===== config.mk =====
export PLATFORM = sky130hd
export DESIGN_NAME = gmii_tx_arbiter
export DESIGN_NICKNAME = d
export VERILOG_FILES = /design/src/rtl/gmii_tx_arbiter.sv
export SDC_FILE = /design/constraint.sdc
export NUM_CORES = 1
export LEC_CHECK = 0
export BUFFER_PORTS_ARGS = -buffer_cell sky130_fd_sc_hd__buf_2
export CORE_ASPECT_RATIO = 0.9
export CORE_MARGIN = 3
export CORE_UTILIZATION = 35
export DETAILED_ROUTE_END_ITERATION = 10
export PLACE_DENSITY_LB_ADDON = 0.25
export SLEW_MARGIN = 20
export SYNTH_ARGS = -nofsm -noshare
export SYNTH_HDL_FRONTEND = slang
export SYNTH_SLANG_ARGS = --single-unit

===== constraint.sdc =====
create_clock -name i_gmii_tx_clk -period 2.3 [get_ports i_gmii_tx_clk]
set_input_delay 0.46 -clock i_gmii_tx_clk [delete_from_list [all_inputs] [get_ports i_gmii_tx_clk]]
set_output_delay 0.46 -clock i_gmii_tx_clk [all_outputs]
set_load 0.02 [all_outputs]

===== src/rtl/gmii_tx_arbiter.sv =====
// gmii_tx_arbiter: round-robin frame arbiter sharing one GMII TX port between two byte-stream sources
//
// Ports:
//   i_gmii_tx_clk                       sole 125 MHz clock
//   i_rst_n                             synchronous active-low reset
//   i_sN_valid/i_sN_data/i_sN_last      source N byte stream (N = 0, 1)
//   o_sN_ready                          source N byte accepted when valid && ready
//   o_gmii_tx_en/o_gmii_tx_er/o_gmii_txd  registered GMII transmit outputs
//   o_grant                             currently / last granted source
//   o_busy                              high whenever the arbiter is not IDLE
//   o_underrun_err                      one-cycle pulse per starved data cycle
//   o_oversize_err                      one-cycle pulse when a frame is truncated
//   o_frame_cnt0/o_frame_cnt1           completed frames per source, wrapping
//
// Optional feature: define GMII_PREAMBLE_INS_EN to make the arbiter insert
// 7 x 0x55 + 0xD5 before every granted frame.
module gmii_tx_arbiter #(
  parameter int IFG_CYCLES = 12,
  parameter int MAX_BYTES  = 1522,
  parameter int CNT_W      = 16
) (
  input  logic             i_gmii_tx_clk,
  input  logic             i_rst_n,
  input  logic             i_s0_valid,
  input  logic [7:0]       i_s0_data,
  input  logic             i_s0_last,
  output logic             o_s0_ready,
  input  logic             i_s1_valid,
  input  logic [7:0]       i_s1_data,
  input  logic             i_s1_last,
  output logic             o_s1_ready,
  output logic             o_gmii_tx_en,
  output logic             o_gmii_tx_er,
  output logic [7:0]       o_gmii_txd,
  output logic             o_grant,
  output logic             o_busy,
  output logic             o_underrun_err,
  output logic             o_oversize_err,
  output logic [CNT_W-1:0] o_frame_cnt0,
  output logic [CNT_W-1:0] o_frame_cnt1
);
`ifdef GMII_PREAMBLE_INS_EN
  typedef enum logic [2:0] {S_IDLE, S_PREAMBLE, S_DATA, S_DRAIN, S_IFG} state_t;
  logic [2:0]       r_pcnt;
`else
  typedef enum logic [2:0] {S_IDLE, S_DATA, S_DRAIN, S_IFG} state_t;
`endif
  localparam logic [15:0] LP_MAX_M1 = 16'(MAX_BYTES - 1);
  localparam logic [7:0]  LP_IFG_M1 = 8'(IFG_CYCLES - 1);
  state_t           r_state;
  logic             r_grant;
  logic             r_ptr;
  logic [15:0]      r_bcnt;
  logic [7:0]       r_ifg;
  logic             r_tx_en;
  logic             r_tx_er;
  logic [7:0]       r_txd;
  logic             r_uerr;
  logic             r_oerr;
  logic [CNT_W-1:0] r_fc0;
  logic [CNT_W-1:0] r_fc1;
  logic             w_ready;
  logic             w_pick;
  logic             w_valid;
  logic [7:0]       w_data;
  logic             w_last;
  // ready depends only on state and grant so a source can never loop valid into ready
  assign w_ready = (r_state == S_DATA) || (r_state == S_DRAIN);
  assign o_s0_ready = w_ready && !r_grant;
  assign o_s1_ready = w_ready && r_grant;
  // with both requesting, r_ptr holds the source that was not granted last
  assign w_pick  = (i_s0_valid && i_s1_valid) ? r_ptr : i_s1_valid;
  assign w_valid = r_grant ? i_s1_valid : i_s0_valid;
  assign w_data  = r_grant ? i_s1_data : i_s0_data;
  assign w_last  = r_grant ? i_s1_last : i_s0_last;
  always_ff @(posedge i_gmii_tx_clk) begin
    if (!i_rst_n) begin
      r_state <= S_IDLE;
      r_grant <= 1'b0;
      r_ptr   <= 1'b0;
      r_bcnt  <= '0;
      r_ifg   <= '0;
      r_tx_en <= 1'b0;
      r_tx_er <= 1'b0;
      r_txd   <= '0;
      r_uerr  <= 1'b0;
      r_oerr  <= 1'b0;
      r_fc0   <= '0;
      r_fc1   <= '0;
`ifdef GMII_PREAMBLE_INS_EN
      r_pcnt  <= '0;
`endif
    end else begin
      r_tx_en <= 1'b0;
      r_tx_er <= 1'b0;
      r_txd   <= '0;
      r_uerr  <= 1'b0;
      r_oerr  <= 1'b0;
      case (r_state)
        S_IDLE: if (i_s0_valid || i_s1_valid) begin
          r_grant <= w_pick;
          r_ptr   <= !w_pick;
          r_bcnt  <= '0;
`ifdef GMII_PREAMBLE_INS_EN
          r_pcnt  <= '0;
          r_state <= S_PREAMBLE;
`else
          r_state <= S_DATA;
`endif
        end
`ifdef GMII_PREAMBLE_INS_EN
        S_PREAMBLE: begin
          r_tx_en <= 1'b1;
          r_txd   <= (r_pcnt == 3'd7) ? 8'hD5 : 8'h55;
          r_pcnt  <= r_pcnt + 3'd1;
          if (r_pcnt == 3'd7) r_state <= S_DATA;
        end
`endif
        S_DATA: if (w_valid) begin
          r_tx_en <= 1'b1;
          r_txd   <= w_data;
          r_bcnt  <= r_bcnt + 16'd1;
          if (w_last) begin
            r_state <= S_IFG;
            r_ifg   <= '0;
            if (r_grant) r_fc1 <= r_fc1 + CNT_W'(1);
            else         r_fc0 <= r_fc0 + CNT_W'(1);
          end else if (r_bcnt == LP_MAX_M1) begin
            // truncation: mark the final transmitted byte bad and swallow the rest
            r_tx_er <= 1'b1;
            r_oerr  <= 1'b1;
            r_state <= S_DRAIN;
          end
        end else begin
          // starved mid-frame: signal a bad symbol but keep the frame open
          r_tx_en <= 1'b1;
          r_tx_er <= 1'b1;
          r_uerr  <= 1'b1;
        end
        S_DRAIN: if (w_valid && w_last) begin
          r_state <= S_IFG;
          r_ifg   <= '0;
        end
        S_IFG: begin
          r_ifg   <= r_ifg + 8'd1;
          r_state <= (r_ifg == LP_IFG_M1) ? S_IDLE : S_IFG;
        end
        default: r_state <= S_IDLE;
      endcase
    end
  end
  assign o_gmii_tx_en   = r_tx_en;
  assign o_gmii_tx_er   = r_tx_er;
  assign o_gmii_txd     = r_txd;
  assign o_grant        = r_grant;
  assign o_busy         = r_state != S_IDLE;
  assign o_underrun_err = r_uerr;
  assign o_oversize_err = r_oerr;
  assign o_frame_cnt0   = r_fc0;
  assign o_frame_cnt1   = r_fc1;
endmodule

; Word-level counts from Yosys, hierarchy flattened
; Index checks and enable logic that the tools add are counted.
[op_classes]
bitwise = 1
n_eq_ne = 10
n_reduce_logical = 20
n_addsub = 4
n_mux = 23
[ops]
columns = operator, count
row1 = 16-bit by 1-bit adder with 16-bit output (second input constant), 3
row2 = 16-bit two-way mux, 2
row3 = 8-bit two-way mux, 4
row4 = 16-bit case mux with 2 select lines, 1
row5 = 8-bit case mux with 3 select lines, 1
row6 = 16-bit by 11-bit equality test with 1-bit output (second input constant), 1
row7 = 4-bit AND reduction, 4
row8 = 3-bit two-way mux, 5
row9 = 3-bit case mux with 4 select lines, 1
row10 = 8-bit by 1-bit adder with 8-bit output (second input constant), 1
row11 = 8-bit by 4-bit equality test with 1-bit output (second input constant), 1
row12 = 1-bit two-way mux, 8
row13 = 3-bit by 2-bit equality test with 1-bit output (second input constant), 2
row14 = 2-bit inequality test (second input constant), 3
row15 = 3-bit AND reduction, 2
row16 = 3-bit nonzero test, 2
row17 = 1-bit logical AND, 4
row18 = 2-bit AND reduction, 2
row19 = 3-bit by 1-bit equality test with 1-bit output (second input constant), 1
row20 = 3-bit logical NOT, 1
row21 = 3-bit by 2-bit inequality test with 1-bit output (second input constant), 1
row22 = 1-bit logical NOT, 2
row23 = 1-bit logical OR, 2
row24 = 2-bit two-way mux, 1
row25 = other kinds (3), 3
[totals]
elab_cells = 70
out_inout_bits = 48
regBits = 73

; Depth between registers and ports, before layout
; Gate-level depths: netlist (run 1).
[logic_depth]
ltp_word = 5
ltp_mapped = 9
ltp_nobuf = 7

; Least setup slack after synthesis (run 1)
; No wires, ideal clock.
[synth_path]
path_type = register -> register
startpoint = register r_state[0]
endpoint = register r_ifg[5]
t_required_ps = 2229
synth_period_minus_slack_ps = 2024
setup_slack_ps = 276
stages_incl_launch_ff = 8
arrival_ps = 1953
n_path_buf = 0
path_cell_list = dfxtp_1 inv_1 ha_1 or2_2 a31oi_1 nand2_1 or4_1 a21oi_1
[synth_via]
elab_chain_cells = 3
elab_cells_between_ends = 9
[synth_rtl]
columns = item, line
row1 = start: declaration, 50  ; state_t r_state;
row2 = start signal: assignment, 146  ; r_state <= (r_ifg == LP_IFG_M1) ? S_IDLE : S_IFG;
row3 = 3-bit by 1-bit equality test with 1-bit output or 3-bit by 2-bit equality test with 1-bit output (tied branches), 99  ; case (r_state)
row4 = "2-bit inequality test (no line), or another cell as far along", --
row5 = 4-bit AND reduction (no line), --
row6 = end signal: assignment, 145  ; r_ifg <= r_ifg + 8'd1;
row7 = end: declaration, 54  ; logic [7:0] r_ifg;
; Several ways; a longest one is shown, not always the timed one.
; A chain may end at the register's enable or synchronous reset.

; Worst setup path in the final report (run 1)
[layout_path]
startpoint = register r_state[1]
endpoint = register r_bcnt[14]
[layout_via]
elab_chain_cells = 3
elab_cells_between_ends = 7
[layout_rtl]
columns = item, line
row1 = 3-bit by 1-bit equality test with 1-bit output or 3-bit logical NOT (tied branches), 99
row2 = 2-bit inequality test (no line) or 2-bit nonzero test (tied branches), --
row3 = 3-bit AND reduction (no line), --
row4 = end signal: assignment, 122  ; r_bcnt <= r_bcnt + 16'd1;
row5 = end: declaration, 53  ; logic [15:0] r_bcnt;
; Several ways; a longest one is shown, not always the timed one.

==> impl_metrics.tcl, run 1 <==
set metrics [dict create \
    drive_gt1_frac 0.2324 \
    gp_congestion 0.8018 \
    core_um2 9249 \
    worstPathRequired_ns 2.53 \
    h-tree-depth 3 \
    peakVddDrop_mv 0.3774 \
    synth_seq_cells 72 \
    crit_path_end_kind "flop" \
    grt.met2_usage 0.2252 \
    grt_max_degree 37 \
    grt_pass1_wl_mm 12.80 \
    period_share 0.9366 \
    first_global_vias 2738 \
    fmax_ghz 0.4642 \
    post-route-drc-count 0 \
    path_class "reg -> reg" \
    num_antenna_cells 0 \
    hpwl_mm 5.666 \
    track_usage 0.1471 \
    p_leak_nw 1.670 \
    cts_root_buf "clkbuf_8" \
    drt-wirelength-per-cell_um 12.68 \
    timing.slew.headroom 0.6543 \
    power_mw 3.278 \
    ys.flop_type "dfxtp_1" \
    clk_latency_ns 0.34 \
    ys_async_sr_fraction 0 \
    synth_top_area_frac 0.4284 \
    synth-edff-count 0 \
    maxCapViolCount 0 \
    cts.sinks 72 \
    setup_viol 0 \
    vias_per_cell 4.919 \
    cts_setup_buffers 0 \
    vias 2971 \
    skew_ns 0.009636 \
    synth_area_leaders "dfxtp_1, nor2_1, xor2_1, xnor2_1, nand2_1" \
    ys.warnings.count 0 \
    top_usage_layer "met2" \
    path_clk_slew_ns 0.09 \
    rows 33 \
    critPathMaxFanout 10 \
    yosysUniqueCellTypes 50 \
    die_x_um 109.4 \
    hold_viol 0 \
    netlist_instances 399 \
    final_net_count 508 \
    crit_path_start_kind "flop" \
    final_antenna_net_count 0 \
    syn_area_um2 3364 \
    ys_seq_area_frac 0.4284 \
    die_y_um 99.02 \
    area_delta_synth_final_pct 22.80 \
    use_met3 0.04846 \
    portBuffers 69 \
    yosysTopAreaCell "dfxtp_1" \
    worstHoldPathType "in -> reg" \
    start_util 0.3638 \
    arrival_ns 2.39 \
    layoutNonFillerInstCount 604 \
    drt_iter0_markers 153 \
    rsz0062_at_grt "no" \
    cts_tree "done" \
    io_pins 70 \
    drt_wl_total_mm 7.658 \
    p_per_area_nw_per_um2 793.3 \
    grt-ovfl-total 0 \
    met1_usage 0.1960 \
    syn_nets 430 \
    final_max_slew_viol_count 0 \
    fin_setup_tns_ns 0 \
    grt_antenna_before_repair 0 \
    clk_path_buf_depth 2 \
    fin_crit_ns 2.154 \
    tightest_slew_ns 0.5119 \
    drtPass1Iterations 4 \
    cts_buffers 9 \
    syn_area_per_cell_um2 8.432 \
    outcome "finished clean" \
    die_area_um2 10830 \
    placedCellCount 588 \
]
==> registers in the layout, indices dropped and copies added, names as in the netlist <==
register	flops
r_state	2
o_frame_cnt0	16
r_bcnt	16
o_gmii_tx_er	1
o_underrun_err	1
r_ifg	8
o_oversize_err	1
o_frame_cnt1	16
r_ptr	1
o_gmii_tx_en	1
o_grant	1
o_gmii_txd	8
==> per-layer routing <==
layer	wire, µm	vias up
met1	3591	1355
met3	409	11
met5	0	-
li1	-	1533
met4	116	0
met2	3541	72
==> critical path: stages (launching register included) <==
cell     delay (ns)
dfxtp_1        0.36
inv_1          0.09
ha_2           0.23
and3b_1        0.21
nor2_2         0.18
nand3_2        0.14
or4_1          0.55
mux2_2         0.28
==> through the flow <==
stage                 util  hold WS, ns  instance area [µm²]  setup WS [ns]
finish              0.4467       0.3433                 4131         0.1459
CTS                 0.4456       0.3242                 4121        0.08023
global route        0.4467       0.3463                 4131       0.007859
detailed placement  0.4211       0.4645                 3895        0.01660
floorplan                -       0.4387                 3364         0.2765
global placement    0.4211       0.4509                 3895         0.1138
==> area by class of cell <==
type                    count  area [µm²]
fillers                   964        5117
multi-input cells         296        1814
flip-flops and latches     72        1441
repair buffers             81       435.4
well taps                 122       152.6
clock buffers               9       123.9
clock inverters             7       100.1
inverters                  17       63.81
==> cells in the mapped netlist, types with 4 or more instances <==
master	instances
nand2_1	36
xnor2_1	16
nand4_1	12
xor2_1	22
nor4_1	6
clkbuf_1	9
or2_2	4
o21ai_0	7
buf_2	4
or4_1	7
ha_1	9
inv_1	16
dfxtp_1	72
mux2i_1	8
or3_1	5
and3_1	7
nand3_1	23
a21oi_1	20
o31ai_1	4
nand2b_1	4
nor2_1	65
==> what timing repair did <==
item,4_1_cts,5_1_grt
hold buffers,0,0
gates resized for setup,1,3
setup endpoints to repair,1,3
==> cell families (layout without fill, tap and decap cells) <==
group           Yosys count  in the layout  synth area share
flops                    72             72            0.4284
simple gates            191            191            0.2856
buf+inv                  31            114           0.03607
xor+xnor                 38             38           0.09892
compound gates           48             48           0.08702
mux                      10             10           0.03050
fa+ha+maj                 9              9           0.03347
==> report_power, final <==
| group | switching (mW) | internal, mW |
|---|---|---|
| registers | 0.0456 | 1.30 |
| logic | 0.479 | 0.314 |
| clock network | 0.512 | 0.622 |
| total | 1.04 | 2.24 |
==> final timing paths <==
check	slack, ns	end	start	depth (start not counted)
worst max register to register	0.15	r_bcnt[14]	r_state[1]	7
worst min register to register	0.48	r_ifg[7]	r_ifg[7]	2
worst min-delay path	0.34	o_gmii_txd[3]	i_s0_data[3]	3
worst max-delay path	0.15	r_bcnt[14]	r_state[1]	7
==> placed cells by master (no fill, tap or decap), drive strengths merged, types with 8 or more instances in the layout <==
cell type,count
buf,81
dfxtp,72
nor2,65
nand2,36
nand3,23
xor2,22
a21oi,20
inv,19
xnor2,16
nand4,12
clkbuf,9
ha,9
o21ai,9
mux2i,8
or4,8
and3,8
Power figures use the tool's default switching activity.
==> run 2, diff against run 1 <==
- CORE_ASPECT_RATIO: 0.9 -> 0.6
==> impl_metrics.tcl, run 2 (synthesis gave the netlist of run 1 again) <==
set metrics [dict create \
    num_antenna_cells 0 \
    cts_tree "done" \
    drtPass1Iterations 4 \
    cpLargestDelayFamily "simple AND/OR/NAND/NOR gates" \
    arrival_ns 2.33 \
    start_util 0.3635 \
    clk_latency_ns 0.33 \
    setup_viol 0 \
    portBuffers 69 \
    grt_max_degree 36 \
    drt-wirelength-per-cell_um 13.01 \
    clk_path_buf_depth 2 \
    fmax_ghz 0.4720 \
    path_cells "inv_1 -> ha_2 -> and3b_1 -> nor2_2 -> nand3_1 -> or4_1 -> mux2_2" \
    die_y_um 81.95 \
    drt_iter0_markers 191 \
    worstHoldPathType "in -> reg" \
    fin_crit_ns 2.119 \
    final_antenna_net_count 0 \
    hpwl_mm 6.006 \
    maxCapViolCount 0 \
    final_max_slew_viol_count 0 \
    met1_usage 0.2186 \
    hold_viol 0 \
    fillers 929 \
    seqCellArea_um2 1441 \
    tightest_slew_ns 0.5425 \
    most-common-layout-cells "dfxtp_1, buf_2, nor2_1" \
    timing.slew.headroom 0.6353 \
    die_x_um 132.6 \
    grt.met2_usage 0.2182 \
    layoutNonFillerInstCount 619 \
    max_stage_delay_ns 0.56 \
    crit_path_start_kind "flop" \
    final_net_count 515 \
    period_share 0.9212 \
    design_area_um2 4280 \
    skew_ns 0.005647 \
    hold_slack_ns 0.3631 \
    path_clk_slew_ns 0.05 \
    vias 3038 \
    area_delta_synth_final_pct 27.22 \
    worstPathRequired_ns 2.51 \
    cts_buffers 9 \
    dpl_cell_area_um2 3958 \
    cts_root_buf "clkbuf_16" \
    h-tree-depth 3 \
    cts.sinks 72 \
    grt_antenna_before_repair 0 \
    die_area_um2 10860 \
    track_usage 0.1541 \
    top_usage_layer "met1" \
    multi_input_area_um2 1809 \
    io_pins 70 \
    fin_setup_tns_ns 0 \
    placedCellCount 603 \
    first_global_vias 2819 \
    p_per_area_nw_per_um2 852.5 \
    final_common_cell "dfxtp_1" \
    drive_gt1_frac 0.2352 \
    outcome "finished clean" \
    path_class "reg -> reg" \
    rsz0062_at_grt "no" \
    grt_pass1_wl_mm 13.46 \
    cpMaxStageDelayCell "or4_1" \
    post-route-drc-count 0 \
    drt_wl_total_mm 8.055 \
    crit_path_end_kind "flop" \
    core_um2 9256 \
    vias_per_cell 4.908 \
    peakVddDrop_mv 0.4396 \
    use_met3 0.05569 \
    p_leak_nw 1.743 \
    gp_congestion 0.8190 \
    grt-ovfl-total 0 \
    critPathMaxFanout 7 \
    path_buf_inv 1 \
    cts_hold_buf 0 \
    rows 27 \
]
-- run 2: what timing repair did --
action                                  in CTS  in global routing
gates resized for setup                      0                  3
endpoints found under the setup margin       0                  3
endpoints found under the hold margin        0                  0
buffers inserted                             0                  0
-- run 2: through the flow --
stage          power, mW  utilization  setup WS [ns]
2_1_floorplan      1.919            -         0.2765
3_3_place_gp       2.181       0.4275         0.1658
5_1_grt            3.849       0.4624        0.03144
6_report           3.649       0.4624         0.1812
4_1_cts            3.678       0.4616        0.07217
3_5_place_dp       2.185       0.4275         0.1025
-- run 2: layout make-up --
class                      count  share of cell area
inverter                      17             0.01491
clock buffer                  13             0.05846
timing repair buffer          88              0.1140
clock inverter                 3             0.01520
tap                          130             0.03800
sequential                    72              0.3367
multi-input combinational    296              0.4227
-- run 2: path summary, 6_finish.rpt --
path | startpoint | endpoint | slack (ns) | cells past startpoint
worst min-delay path | i_s0_data[0] | o_gmii_txd[0] | 0.36 | 3
worst min register to register | r_ptr | r_ptr | 0.47 | 1
worst max-delay path | r_state[1] | r_bcnt[14] | 0.18 | 7
worst max register to register | r_state[1] | r_bcnt[14] | 0.18 | 7
-- run 2: worst register-to-register path, stage by stage, from the launching register on --
cell and delay (ns):
dfxtp_1 0.36, inv_1 0.09, ha_2 0.21, and3b_1 0.20, nor2_2 0.14, nand3_1 0.16, or4_1 0.56, mux2_2 0.28
-- run 2: metal layers --
layer	wire length, µm	share of wire	vias to the layer above
met4	44	0.0055	0
met1	4236	0.53	1392
met2	3179	0.39	86
met5	0	0	-
met3	595	0.074	5
li1	-	-	1555
-- run 2: power breakdown --
group / switching (mW) / internal (mW)
clock: 0.501 / 0.978
combinational: 0.491 / 0.330
sequential: 0.0413 / 1.31
==> run 3, diff against run 2 <==
- RECOVER_POWER: unset -> 100
- SKIP_CTS_REPAIR_TIMING: unset -> 1
==> impl_metrics.tcl, run 3 (synthesis gave the netlist of run 1 again) <==
set metrics [dict create \
    outcome "finished clean" \
    drive_gt1_frac 0.1145 \
    fin_crit_ns 2.124 \
    worstPathRequired_ns 2.51 \
    hold_end "o_gmii_txd[0]" \
    h-tree-depth 3 \
    grt_max_degree 36 \
    die_x_um 132.6 \
    drt_iter0_markers 224 \
    grt_pass1_wl_mm 13.46 \
    cts_buffers 9 \
    fmax_ghz 0.4707 \
    portBuffers 69 \
    drt_wl_total_mm 8.040 \
    core_um2 9256 \
    fin_setup_tns_ns 0 \
    hold_depth 3 \
    die_area_um2 10860 \
    max_stage_delay_ns 0.56 \
    clockPowerShare 0.410 \
    vias_per_cell 4.911 \
    clk_path_buf_depth 2 \
    timing.slew.headroom 0.6304 \
    setup_viol 0 \
    tightest_slew_ns 0.5498 \
    first_global_vias 2819 \
    final_antenna_net_count 0 \
    drt-wirelength-per-cell_um 12.99 \
    r2r_cells 7 \
    rrSetupSlack_ns 0.18 \
    crit_path_end_kind "flop" \
    rows 27 \
    path_cells "inv_1 -> ha_2 -> and3b_1 -> nor2_2 -> nand3_1 -> or4_1 -> mux2_2" \
    io_pins 70 \
    skew_ns 0.006972 \
    r2r-end "r_bcnt[14]" \
    power_frac_seq 0.375 \
    vias 3040 \
    period_share 0.9236 \
    p_per_area_nw_per_um2 861.2 \
    cts_root_buf "clkbuf_16" \
    track_usage 0.1541 \
    p_leak_nw 1.504 \
    post-route-drc-count 0 \
    die_y_um 81.95 \
    most-common-layout-cells "dfxtp_1, nor2_1, clkbuf_1" \
    cts.sinks 72 \
    crit_path_start_kind "flop" \
    worstHoldPathType "in -> reg" \
    gp_congestion 0.8190 \
    final_max_slew_viol_count 0 \
    rsz0062_at_grt "no" \
    grt-ovfl-total 0 \
    hpwl_mm 6.006 \
    arrival_ns 2.34 \
    swShare 0.2870 \
    final_common_cell "dfxtp_1" \
    p_comb_frac 0.215 \
    cpMaxStageDelayCell "or4_1" \
    cts_tree "done" \
    grt_antenna_before_repair 0 \
    internal_power_mw 2.568 \
    utilization 0.4517 \
    start_util 0.3635 \
    maxCapViolCount 0 \
    path_class "reg -> reg" \
    hp-start "i_s0_data[0]" \
    drtPass1Iterations 4 \
    final_net_count 515 \
    critPathMaxFanout 7 \
    path_clk_slew_ns 0.05 \
    clk_latency_ns 0.33 \
    r2r_start "r_state[1]" \
    power.switching_mw 1.034 \
    num_antenna_cells 0 \
    area_delta_synth_final_pct 24.28 \
    hold_viol 0 \
    peakVddDrop_mv 0.4260 \
]
## run 3: worst max-delay path by stage
stage                     slack (ns)         end  cells after the start       start
final                           0.18  r_bcnt[14]                      7  r_state[1]
after CTS                       0.07  r_bcnt[14]                      7  r_state[1]
after global placement          0.17  r_bcnt[14]                      7  r_state[1]
after global routing            0.04   r_bcnt[9]                      8  r_state[1]
after detailed placement        0.10  r_bcnt[14]                      7  r_state[1]
after floorplan                 0.28    r_ifg[5]                      7  r_state[0]
## run 3: layer usage
metal  GRT usage  share of wire  vias up  routed length, µm
li1            -              -     1554                  -
met1      0.2186           0.53     1397               4240
met2      0.2182           0.40       84               3183
met3     0.05569          0.071        5                567
met4     0.04461         0.0060        0                 48
met5           0              0        -                  0
## run 3: power groups by stage
| stage | registers [mW] | logic (mW) | clock network (mW) |
|---|---|---|---|
| 6_report | 1.35 | 0.775 | 1.48 |
| 3_5_place_dp | 1.37 | 0.811 | 0 |
| 5_1_grt | 1.36 | 0.864 | 1.58 |
| 4_1_cts | 1.35 | 0.814 | 1.52 |
| 3_3_place_gp | 1.37 | 0.810 | 0 |
| 2_1_floorplan | 1.41 | 0.513 | 0 |
## run 3: cell type report
type / instances / area (µm²)
Multi-Input combinational cell: 296 / 1804
Tap cell: 130 / 162.7
Clock inverter: 3 / 65.06
Sequential cell: 72 / 1441
Fill cell: 971 / 5075
Clock buffer: 13 / 250.2
Inverter: 17 / 63.81
Timing Repair Buffer: 88 / 394.1
## run 3: per-stage QoR
| step | hold WS [ns] | total power [mW] | area [µm²] | instances | worst slack [ns] |
|---|---|---|---|---|---|
| after global routing | 0.3689 | 3.799 | 4182 | 619 | 0.03560 |
| after CTS | 0.3529 | 3.678 | 4273 | 619 | 0.07217 |
| after floorplan | 0.4387 | 1.919 | 3364 | 399 | 0.2765 |
| final | 0.3623 | 3.601 | 4182 | 619 | 0.1756 |
| after detailed placement | 0.4686 | 2.185 | 3958 | 603 | 0.1025 |
| after global placement | 0.4535 | 2.181 | 3958 | 603 | 0.1658 |
## run 3: worst max-delay path: cells and delay by family (launching register included)
| family | cells | cell delay (ns) |
|---|---|---|
| buf+inv | 1 | 0.09 |
| mux | 1 | 0.28 |
| simple gates | 4 | 1.06 |
| fa+ha+maj | 1 | 0.21 |
| flops | 1 | 0.36 |
